--- src/rtl/vip_cti_frame_sequencer.sv ---
`default_nettype none
// ---------------------------------------------------------------------------
// vip_cti_frame_sequencer: gates CVI video into the sample counter, tracks
// x/y position and latches per-frame active size with change detection. Rev 1.0
// ---------------------------------------------------------------------------
module vip_cti_frame_sequencer #(
    parameter int NUMBER_OF_COLOUR_PLANES      = 3,
    parameter int COLOUR_PLANES_ARE_IN_PARALLEL = 0,
    parameter int LOG2_NUMBER_OF_COLOUR_PLANES = 2,
    parameter int COUNTER_WIDTH                = 16
) (
    input  logic                     clk,
    input  logic                     rst_n,
    input  logic                     enable_i,
    input  logic                     vid_valid_i,
    input  logic                     vid_de_i,
    input  logic                     vid_v_sync_i,
    input  logic                     count_sample_i,
    output logic                     count_cycle_o,
    output logic                     sample_sclr_o,
    output logic [COUNTER_WIDTH-1:0] sample_x_o,
    output logic [COUNTER_WIDTH-1:0] line_y_o,
    output logic [COUNTER_WIDTH-1:0] frame_width_o,
    output logic [COUNTER_WIDTH-1:0] frame_height_o,
    output logic                     stats_valid_o,
    output logic                     res_change_o,
    input  logic                     res_change_clr_i,
    output logic [1:0]               state_o
);

    typedef enum logic [1:0] {
        ST_IDLE      = 2'd0,
        ST_SYNC_WAIT = 2'd1,
        ST_FRAME     = 2'd2
    } state_t;

    state_t                  state_q;
    logic                    de_prev_q;
    logic                    vs_prev_q;
    logic                    abort_q;
    logic                    prev_valid_q;
    logic                    stats_valid_q;
    logic                    res_change_q;
    logic [COUNTER_WIDTH-1:0] sample_x_q;
    logic [COUNTER_WIDTH-1:0] line_y_q;
    logic [COUNTER_WIDTH-1:0] last_width_q;
    logic [COUNTER_WIDTH-1:0] frame_width_q;
    logic [COUNTER_WIDTH-1:0] frame_height_q;

    logic                    sample_x_inc_d;
    logic [COUNTER_WIDTH-1:0] sample_x_sat_d;
    logic [COUNTER_WIDTH-1:0] line_y_sat_d;
    logic                    de_fall_d;
    logic                    vs_rise_d;
    logic                    size_differs_d;

    // Plane counting lives in the external sample counter; the plane
    // parameters only describe the configuration it was built for.
    logic unused_cfg;
    assign unused_cfg = (NUMBER_OF_COLOUR_PLANES + COLOUR_PLANES_ARE_IN_PARALLEL
                         + LOG2_NUMBER_OF_COLOUR_PLANES) != 0;

    assign de_fall_d      = vid_valid_i & ~vid_de_i & de_prev_q;
    assign vs_rise_d      = vid_valid_i & vid_v_sync_i & ~vs_prev_q;
    assign sample_x_inc_d = (sample_x_q != '1);
    assign sample_x_sat_d = sample_x_inc_d ? sample_x_q + 1'b1 : sample_x_q;
    assign line_y_sat_d   = (line_y_q != '1) ? line_y_q + 1'b1 : line_y_q;
    assign size_differs_d = (last_width_q != frame_width_q) | (line_y_q != frame_height_q);

    assign count_cycle_o  = vid_valid_i & vid_de_i & (state_q == ST_FRAME) & ~abort_q;
    assign sample_sclr_o  = count_cycle_o & ~de_prev_q;

    always_ff @(posedge clk or negedge rst_n) begin
        if (!rst_n) begin
            state_q        <= ST_IDLE;
            de_prev_q      <= 1'b0;
            vs_prev_q      <= 1'b0;
            abort_q        <= 1'b0;
            prev_valid_q   <= 1'b0;
            stats_valid_q  <= 1'b0;
            res_change_q   <= 1'b0;
            sample_x_q     <= '0;
            line_y_q       <= '0;
            last_width_q   <= '0;
            frame_width_q  <= '0;
            frame_height_q <= '0;
        end else begin
            stats_valid_q <= 1'b0;
            // A set later in this block overrides a same-cycle clear.
            if (res_change_clr_i) begin
                res_change_q <= 1'b0;
            end
            if (vid_valid_i) begin
                de_prev_q <= vid_de_i;
                vs_prev_q <= vid_v_sync_i;
                case (state_q)
                    ST_IDLE: begin
                        if (enable_i) begin
                            state_q <= ST_SYNC_WAIT;
                        end
                    end
                    ST_SYNC_WAIT: begin
                        if (vs_rise_d) begin
                            state_q    <= ST_FRAME;
                            sample_x_q <= '0;
                            line_y_q   <= '0;
                            abort_q    <= 1'b0;
                        end else if (!enable_i) begin
                            state_q      <= ST_IDLE;
                            prev_valid_q <= 1'b0;
                        end
                    end
                    ST_FRAME: begin
                        if (de_fall_d) begin
                            if (abort_q) begin
                                abort_q <= 1'b0;
                            end else begin
                                last_width_q <= sample_x_q;
                                line_y_q     <= line_y_sat_d;
                            end
                        end
                        // Line start wins over frame-end clear: a new line
                        // beginning on the sync edge is line 0 of the next frame.
                        if (sample_sclr_o) begin
                            sample_x_q <= {{(COUNTER_WIDTH-1){1'b0}}, count_sample_i};
                        end else if (vs_rise_d) begin
                            sample_x_q <= '0;
                        end else if (count_sample_i) begin
                            sample_x_q <= sample_x_sat_d;
                        end
                        if (vs_rise_d) begin
                            frame_width_q  <= last_width_q;
                            frame_height_q <= line_y_q;
                            stats_valid_q  <= 1'b1;
                            prev_valid_q   <= 1'b1;
                            line_y_q       <= '0;
                            if (prev_valid_q && size_differs_d) begin
                                res_change_q <= 1'b1;
                            end
                            if (vid_de_i && de_prev_q) begin
                                abort_q <= 1'b1;
                            end
                            if (!enable_i) begin
                                state_q      <= ST_IDLE;
                                prev_valid_q <= 1'b0;
                            end
                        end
                    end
                    default: begin
                        state_q <= ST_IDLE;
                    end
                endcase
            end
        end
    end

    assign sample_x_o     = sample_x_q;
    assign line_y_o       = line_y_q;
    assign frame_width_o  = frame_width_q;
    assign frame_height_o = frame_height_q;
    assign stats_valid_o  = stats_valid_q;
    assign res_change_o   = res_change_q;
    assign state_o        = state_q;

endmodule
`default_nettype wire

--- config.mk ---
export PLATFORM = sky130hd
export DESIGN_NAME = vip_cti_frame_sequencer
export DESIGN_NICKNAME = d
export VERILOG_FILES = /design/src/rtl/vip_cti_frame_sequencer.sv
export SDC_FILE = /design/constraint.sdc
export NUM_CORES = 1
export LEC_CHECK = 0
export CAP_MARGIN = 30
export CORE_ASPECT_RATIO = 1.75
export CORE_MARGIN = 3
export CORE_UTILIZATION = 65
export CTS_BUF_LIST = sky130_fd_sc_hd__clkbuf_8
export CTS_CLUSTER_SIZE = 16
export DETAILED_ROUTE_END_ITERATION = 12
export DONT_BUFFER_PORTS = 1
export GPL_ROUTABILITY_DRIVEN = 0
export GPL_TIMING_DRIVEN = 0
export HOLD_SLACK_MARGIN = 0.08
export PLACE_DENSITY = 0.81
export SYNTH_ARGS = -nofsm -noshare
export SYNTH_HDL_FRONTEND = slang
export SYNTH_SLANG_ARGS = --single-unit
--- constraint.sdc ---
create_clock -name clk -period 2.36 [get_ports clk]
set_input_delay 0.59 -clock clk [delete_from_list [all_inputs] [get_ports clk]]
set_output_delay 0.59 -clock clk [all_outputs]
set_load 0.01 [all_outputs]
==> results of run 1 <==
## synth_stat cells (6+ instances only)
cell | instances | area, um^2
sky130_fd_sc_hd__o21ai_0 | 15 | 75.1
sky130_fd_sc_hd__nor2_1 | 13 | 48.8
sky130_fd_sc_hd__mux2_2 | 47 | 529
sky130_fd_sc_hd__buf_2 | 10 | 50.1
sky130_fd_sc_hd__dfrtp_1 | 88 | 2200
sky130_fd_sc_hd__nor3_1 | 10 | 50.1
sky130_fd_sc_hd__o31ai_1 | 9 | 67.6
sky130_fd_sc_hd__nand3_1 | 13 | 65.1
sky130_fd_sc_hd__clkbuf_1 | 6 | 22.5
sky130_fd_sc_hd__or4_1 | 8 | 60.1
sky130_fd_sc_hd__o41ai_1 | 7 | 61.3
sky130_fd_sc_hd__nand4_1 | 12 | 75.1
sky130_fd_sc_hd__inv_1 | 9 | 33.8
sky130_fd_sc_hd__nand2_1 | 21 | 78.8
sky130_fd_sc_hd__nor4_1 | 13 | 81.3
sky130_fd_sc_hd__xor2_1 | 36 | 315
sky130_fd_sc_hd__a21oi_1 | 17 | 85.1
## kinds of logic (layout without fill, tap and decap cells)
group           Yosys count  count (layout)  synth area share
mux                      49              49             0.122
simple gates            126             126             0.168
fa+ha+maj                 2               2           0.00554
buf+inv                  31              56            0.0330
xor+xnor                 41              41            0.0795
compound gates           69              69             0.105
flops                    88              88             0.488
## critical path: stages, from the launching register on
cell and delay, ps:
sky130_fd_sc_hd__dfrtp_1 430, sky130_fd_sc_hd__buf_6 150, sky130_fd_sc_hd__nand2b_4 140, sky130_fd_sc_hd__buf_6 130, sky130_fd_sc_hd__nor4_4 490
## routing by layer
metal,track usage,share of wire
met2,0.503,0.54
met3,0.0792,0.056
met5,0,0
met1,0.299,0.37
met4,0.146,0.033
## cell type report
class | count | share of cell area
sequential | 88 | 0.445
inverter | 9 | 0.00683
clock inverter | 6 | 0.0169
multi-input combinational | 287 | 0.442
tap | 82 | 0.0207
buffer | 22 | 0.0250
clock buffer | 10 | 0.0278
timing repair buffer | 9 | 0.0157
## per-stage QoR
stage	cells	hold WS [ps]	area [um^2]	power (W)	TNS [ps]
finish	513	-94.9	4950	0.00336	0
global route	513	-113	4950	0.00349	0
global placement	488	297	4620	0.00214	-1930
detailed placement	489	297	4620	0.00216	-2640
CTS	505	-102	4850	0.00330	0
floorplan	406	294	4520	0.00204	0
## power by group
part | internal [W] | switching [W] | total (W)
clock network | 0.000619 | 0.000550 | 0.00117
registers | 0.00159 | 0.000152 | 0.00174
logic | 0.000216 | 0.000229 | 0.000445
total | 0.00243 | 0.000931 | 0.00336
## how the worst max path moves through the flow
stage,cells after the start,from,to
finish,4,state_o[0],sample_sclr_o
global route,4,state_o[0],sample_sclr_o
CTS,4,state_o[0],sample_sclr_o
detailed placement,6,state_o[0],frame_height_o[10]
global placement,6,state_o[0],frame_width_o[1]
floorplan,6,sample_x_o[0],sample_x_o[4]
## registers in the layout (all words and copies together) (netlist names)
name,flops
frame_height_o,16
frame_width_o,16
last_width_q,16
line_y_o,16
sample_x_o,16
state_o,2
abort_q,1
de_prev_q,1
prev_valid_q,1
res_change_o,1
stats_valid_o,1
vs_prev_q,1
## placed cells by master (no fill, tap or decap), types with 3 or more instances in the layout
cell,Yosys,layout
sky130_fd_sc_hd__a21o_1,3,3
sky130_fd_sc_hd__a21oi_1,17,17
sky130_fd_sc_hd__a22o_1,3,3
sky130_fd_sc_hd__and3_1,5,5
sky130_fd_sc_hd__and4_1,4,4
sky130_fd_sc_hd__buf_2,10,11
sky130_fd_sc_hd__buf_4,3,8
sky130_fd_sc_hd__buf_6,1,3
sky130_fd_sc_hd__clkbuf_1,6,5
sky130_fd_sc_hd__clkbuf_8,0,10
sky130_fd_sc_hd__dfrtp_1,88,87
sky130_fd_sc_hd__inv_1,9,10
sky130_fd_sc_hd__mux2_2,47,47
sky130_fd_sc_hd__nand2_1,21,21
sky130_fd_sc_hd__nand2b_1,5,4
sky130_fd_sc_hd__nand3_1,13,13
sky130_fd_sc_hd__nand4_1,12,12
sky130_fd_sc_hd__nor2_1,13,12
sky130_fd_sc_hd__nor2b_1,4,4
sky130_fd_sc_hd__nor3_1,10,8
sky130_fd_sc_hd__nor4_1,13,13
sky130_fd_sc_hd__o211ai_1,3,3
sky130_fd_sc_hd__o21ai_0,15,15
sky130_fd_sc_hd__o31ai_1,9,9
sky130_fd_sc_hd__o41ai_1,7,7
sky130_fd_sc_hd__or3_1,5,5
sky130_fd_sc_hd__or4_1,8,8
sky130_fd_sc_hd__or4b_1,4,4
sky130_fd_sc_hd__xnor2_1,5,5
sky130_fd_sc_hd__xor2_1,36,36
## repair_timing
item                                    in CTS  in global routing
gates resized for setup                      2                  7
endpoints found under the setup margin      28                 15
pin swaps                                    1                  2
endpoints found under the hold margin       88                 88
buffers inserted                             0                  8
==> results.md, run 1 <==
- The run finished, with violations left.
- The checks that failed: hold timing.
- The post-route worst setup slack is 59.7 ps.
- The type of element launching the critical path is a flop.
- The pin count of the biggest net entering global routing is 89.
- The number of clock sinks seen by CTS is 88.
- The routed wire length is 10900 um.
- The global-route wire length before repair is 17400 um.
- The worst register-to-register path has a setup slack of 110 ps.
- The initial utilization of the core area, before any placement, comes to 0.681.
- The via count of the first global-routing pass is 3401.
- In this run the count of I/O pins placed on the die edge is 78.
- Power spread over the standard cell area amounts to 679 nW/um^2.
- On the final layout, the worst clock skew is 10.4 ps.
- Dividing the detail-routed via count by the number of cells gives 6.58.
- In this run, synthesis inferred 0 flip-flops with an integrated enable.
- In the routed design, unresolved DRC markers number 0.
- The worst setup timing slack at the placement stage is -123 ps.
- The post-synth net total is 416.
- After clock tree synthesis, the clock-pin slew on the worst setup and hold paths is 90 ps.
- Summing all multi-input logic gate instances after layout gives 2190 um^2.
- Of the available clock period, the critical path in the final layout requires 0.975.
- The total overflow left after global routing is 0.
- The number of cells on the worst reg-to-reg path is 7.
- The die covers 8020 um^2.
- In this run, synthesis produced a sequential element count of 88.
- In this run the worst hold path is classified as input pin to asynchronous set/reset pin.
- TritonCTS built the clock tree.
- The net total in the final layout is 436.
- The via count is 3374.
- The area of the placeable core is 6640 um^2.
- The beginning of the worst register-to-register path is state_o[0].
- The timing-limited maximum frequency is 435 MHz.
- The number of clock buffers added by TritonCTS is 9.
- The share of flip-flops with an asynchronous set or reset is 1.00.
- The register cell area after layout is 2200 um^2.
- At the pin with the least slew margin, the transition time is 813 ps.
- Among all flip-flop cells after synthesis, the most frequent one is sky130_fd_sc_hd__dfrtp_1.
- The kind of critical path is flop to output port.
- The post-route antenna net violation count is 0.
- The mapped cell area is 4520 um^2.
- The first detailed-routing pass took 4 iterations.
- The clock passes through at most 2 buffers.
- The initial antenna violation count is 0.
- Buffers placed on the I/O ports in this run total 0.
- Setup repair after global routing left no endpoint under its margin.
- The worst ir drop on vdd is 757 uV.
- The final-report max-slew violation count came to 0.
- The y dimension of the die is 116 um.
- The end of the worst register-to-register path is frame_width_o[1].
- In this run the core area contains 39 standard-cell rows.
- The required time of the worst setup path is 1770 ps.
- Synthesis instantiated 51 different standard cells from the library.
- The tool flagged a number of max-cap violations equal to 0.
- The endpoint arrival time on the critical path is 1710 ps.
- The die span in x is 69.0 um.
- The number of warning messages in the yosys log is 0.
- The post-layout utilization of the core is 0.746.
- The routed length per placed instance is 21.2 um.
- Along the worst path, the maximum fanout reaches 5.
- The share of the Yosys chip area taken by registers is 0.488.
- The headroom to the max-slew limit is 0.449.
- The first routing iteration left 352 violations.
- Clock tree synthesis selected as its root buffer the cell sky130_fd_sc_hd__clkbuf_8.
- The number of hold violations in the final report was 88.
- In the global route stage, overall resource usage came out at 0.280.
- The hold slack is -94.9 ps.
- The capturing element type of the critical path is an output port.
- 0 antenna diodes ended up in the layout.
- The leakage power figure is 2.38 nW.
- The clock reaches the later pin of the worst-skew pair after 370 ps.
- The post-synthesis area per instance is 11.1 um^2.
- Detailed placement ended at an HPWL of 7880 um.
- The share of cells above drive strength 1 is 0.232.
- The smallest clock period supported by the final layout is computed as 2300 ps.
- The fill cell total of the finished layout is 484.
- The gate count after technology mapping is 406.
- The H-tree was split into 3 levels.
- From synthesis to final layout, the design area changed by 9.56%.
- The final setup violation count is 0.
Note: power is estimated with default switching activity, not from simulation.
==> inputs of run 2 (changes only) <==
--- a/config.mk
+++ b/config.mk
@@ -10,7 +10,6 @@
 export CORE_MARGIN = 3
 export CORE_UTILIZATION = 65
 export CTS_BUF_LIST = sky130_fd_sc_hd__clkbuf_8
-export CTS_CLUSTER_SIZE = 16
 export DETAILED_ROUTE_END_ITERATION = 12
 export DONT_BUFFER_PORTS = 1
 export GPL_ROUTABILITY_DRIVEN = 0
==> constraint.sdc (replaced) <==
create_clock -name clk -period 2.7 [get_ports clk]
set_input_delay 0.675 -clock clk [delete_from_list [all_inputs] [get_ports clk]]
set_output_delay 0.675 -clock clk [all_outputs]
set_load 0.01 [all_outputs]
==> run 2 against run 1 <==
  * The run still ends with hold timing left
  * Clock-buffer cell count is the same
  * Total power down 14%
  * Via count fell by 1.2%
  * Hold slack better by 89 ps
  * Utilization shrank 1.5 points
  * Setup slack better by 160 ps
  * Non-clock buffer count shrank 8
  * Clock power down 14%
  * Highest routed layer unchanged
==> results.md, run 2 (synthesis gave the netlist of run 1 again) <==
- The via count was 3334 (-1.2%).
- The highest cell delay on the worst timing path was 620 ps (+130 ps).
- The transition time of the tightest slew-check pin was 812 ps (-1.19 ps).
- The H-tree level count is 3 (unchanged).
- The slowest library cell on the worst path is sky130_fd_sc_hd__nor2_1.
- The top fanout value on the critical path is 10 (+5).
- The final reports fail on hold timing.
- The final setup violation count is 0 (unchanged).
- The headroom to the max-slew limit is 0.450 (+0.000809).
- The quantity of gates resized following cts is 0 (-2).
- The TritonCTS clock tree is done.
- The setup TNS after final layout is 0 ps (unchanged).
- The routed wire length is 10600 um (-2.2%).
- The worst-case clock buffer depth was 2 (unchanged).
- The number of hold violations in the final report came to 29 (-67%).
- The routed length per placed instance is 21.0 um (-0.66%).
- The share of cells above drive strength 1 is 0.203 (-0.0287).
- The net total in the final layout came to 428 (-1.8%).
- The later-pin clock latency in the skew report is 370 ps (about the same).
- The worst ir drop on vdd is 660 uV (-13%).
- The hold slack came to -6.16 ps (+88.7 ps).
- The DRC violations left is 0 (unchanged).
- The pin count of the biggest net entering global routing is 89 (unchanged).
- The post-route antenna net violation count is 0 (unchanged).
- The clock root buffer is sky130_fd_sc_hd__clkbuf_8.
- The number of standard-cell rows in the floorplan came to 39 (unchanged).
- The total of max-cap violations is 0 (unchanged).
- The library cell used most frequently in the layout, excluding fill and tap cells, is sky130_fd_sc_hd__dfrtp_1.
- The worst setup path is launched from a flop.
- The count of placed standard cells in the final layout, fillers left out came to 505 (-1.6%).
- The worst setup timing slack at the placement stage is 217 ps (+340 ps).
- The initial antenna violation count came to 0 (unchanged).
- The worst clock skew on the final layout was 7.15 ps (-3.26 ps).
- The detailed-router iteration count before antenna repair is 4 (unchanged).
- The required time of the worst setup path is 2960 ps (+1190 ps).
- The buffers inserted during post-CTS setup optimization came to 0 (unchanged).
- The total routing usage reported by global routing is 0.280 (about the same).
- The final antenna diode count was 0 (unchanged).
- The post-route worst setup slack is 218 ps (+159 ps).
- The smallest clock period supported by the final layout is computed as 2480 ps.
- The clock transition at the registers of the reported paths is 90 ps (about the same).
- The global-route wire length before repair is 17400 um (-0.12%).
- The detailed placer's ending HPWL is 7880 um (unchanged).
- The power per unit of standard cell area was 593 nW/um^2 (-13%).
- The endpoint arrival time on the critical path came to 2740 ps (+1030 ps).
- Broken down by cell family, the worst path's largest delay share belongs to buffers and inverters.
- The sum of overflow across all layers after global routing was 0 (unchanged).
- The count of buffers inserted at the top-level ports came to 0 (unchanged).
- The library cells used most frequently in the layout, excluding fill and tap cells, are sky130_fd_sc_hd__dfrtp_1, sky130_fd_sc_hd__mux2_2, sky130_fd_sc_hd__xor2_1.
- The fill cell total of the finished layout is 506 (+4.5%).
- The number of I/O pins was 78 (unchanged).
- The run finished, with violations left.
- The sum of buffers and inverters on the critical path is 3 (+1).
- Setup repair after global routing left no endpoint under its margin.
- The number of DRC violations after detailed-routing iteration 0 is 380 (+8.0%).
- The total placed cells including tap cells is 489 (unchanged).
- The worst setup path is captured at a flop.
- The number of clock sinks seen by CTS is 88 (unchanged).
- Derived from the worst setup path, the maximum achievable clock frequency is 403 MHz.
- Relative to the synthesized area, the layout overhead comes to 7.29%.
- The most used cell along the critical path is sky130_fd_sc_hd__buf_4.
- The floorplan die area came to 8020 um^2 (unchanged).
- The via count of the first global-routing pass is 3400 (-0.029%).
- The average via count per standard cell is 6.60 (+0.38%).
- The die span in x came to 69.0 um (unchanged).
- The part of the cycle the worst path needs is 0.919.
- The starting density of the core is 0.681 (unchanged).
- The type of the most critical hold path is input pin to asynchronous set/reset pin.
- The final-report max-slew violation count came to 0 (unchanged).
- The kind of critical path is flop to flop.
- The signal on the critical path passes through buf_4 -> nand2b_1 -> buf_4 -> nor2_1 -> buf_2 -> mux2_2.
- The y dimension of the die is 116 um (unchanged).
- The area of the placeable core is 6640 um^2 (unchanged).
- The number of buffers inserted during clock tree synthesis came to 9 (unchanged).
- The leakage power figure is 2.33 nW (-2.1%).
-- run 2: cell types whose count changed in the layout (fill, tap and decap cells not counted), sizes merged --
| cell | before | now |
|---|---|---|
| buf | 24 | 16 |
-- run 2: through the flow --
stage               utilization  hold WS, ps  area (um^2)  total power (W)
finish                    0.730        -6.16         4850          0.00288
detailed placement        0.697          382         4620          0.00189
floorplan                     -          379         4520          0.00178
CTS                       0.730        -17.0         4850          0.00288
global placement          0.696          382         4620          0.00187
global route              0.730        -27.8         4850          0.00300
-- run 2: layout make-up --
| type | instances | area (um^2) | area share |
|---|---|---|---|
| tap | 82 | 103 | 0.0212 |
| timing repair buffer | 1 | 5.00 | 0.00103 |
| buffer | 22 | 115 | 0.0238 |
| clock inverter | 6 | 83.8 | 0.0173 |
| multi-input combinational | 287 | 2170 | 0.447 |
| clock buffer | 10 | 138 | 0.0284 |
| inverter | 9 | 33.8 | 0.00697 |
| sequential | 88 | 2200 | 0.454 |
-- run 2: layer usage --
metal | GRT usage | up-vias | wire [um]
met5 | 0 | - | 0
met4 | 0.147 | 0 | 399
met3 | 0.0784 | 30 | 617
met2 | 0.502 | 110 | 5730
met1 | 0.299 | 1657 | 3870
li1 | - | 1537 | -
-- run 2: path summary, 6_finish.rpt --
kind                                  startpoint                 end  slack [ps]  cells past startpoint
worst max-delay path                  state_o[0]   frame_height_o[7]         220                      6
worst min-delay path                       rst_n  frame_height_o[14]          -6                      0
worst max register to register        state_o[0]   frame_height_o[7]         220                      6
worst min register to register   last_width_q[4]     last_width_q[4]         540                      2
max in group asynchronous                  rst_n    last_width_q[10]        2600                      0
min in group clk                res_change_clr_i        res_change_o         390                      1
-- run 2: worst reg2reg max path, stage by stage (launching register included) --
cell and delay, ps:
sky130_fd_sc_hd__dfrtp_1 420, sky130_fd_sc_hd__buf_4 190, sky130_fd_sc_hd__nand2b_1 160, sky130_fd_sc_hd__buf_4 180
sky130_fd_sc_hd__nor2_1 620, sky130_fd_sc_hd__buf_2 420, sky130_fd_sc_hd__mux2_2 380
-- run 2: report_power, final --
group,leakage [nW],internal (W),switching [W],total [W]
Clock,0.110,0.000541,0.000472,0.00101
Sequential,1.22,0.00139,0.000133,0.00152
Combinational,1.00,0.000154,0.000185,0.000339
==> inputs of run 3 (changes only) <==
--- a/config.mk
+++ b/config.mk
@@ -16,6 +16,8 @@
 export GPL_TIMING_DRIVEN = 0
 export HOLD_SLACK_MARGIN = 0.08
 export PLACE_DENSITY = 0.81
+export SKIP_CTS_REPAIR_TIMING = 1
 export SYNTH_ARGS = -nofsm -noshare
 export SYNTH_HDL_FRONTEND = slang
 export SYNTH_SLANG_ARGS = --single-unit
+export TNS_END_PERCENT = 30
==> constraint.sdc (replaced) <==
create_clock -name clk -period 2.6 [get_ports clk]
set_input_delay 0.65 -clock clk [delete_from_list [all_inputs] [get_ports clk]]
set_output_delay 0.65 -clock clk [all_outputs]
set_load 0.01 [all_outputs]
==> results of run 3 <==
The final DEF is identical to that of run 2. Status: finished, violations left: hold timing.
Among the figures that moved: setup slack after placement 217 ps -> 117 ps; setup slack after layout 218 ps -> 118 ps; hold slack -6.16 ps -> -31.2 ps; number of hold violations in the final report 29 -> 88; register-to-register setup slack 220 ps -> 120 ps; total power 0.00288 W -> 0.00299 W; worst IR drop on VDD 660 uV -> 685 uV
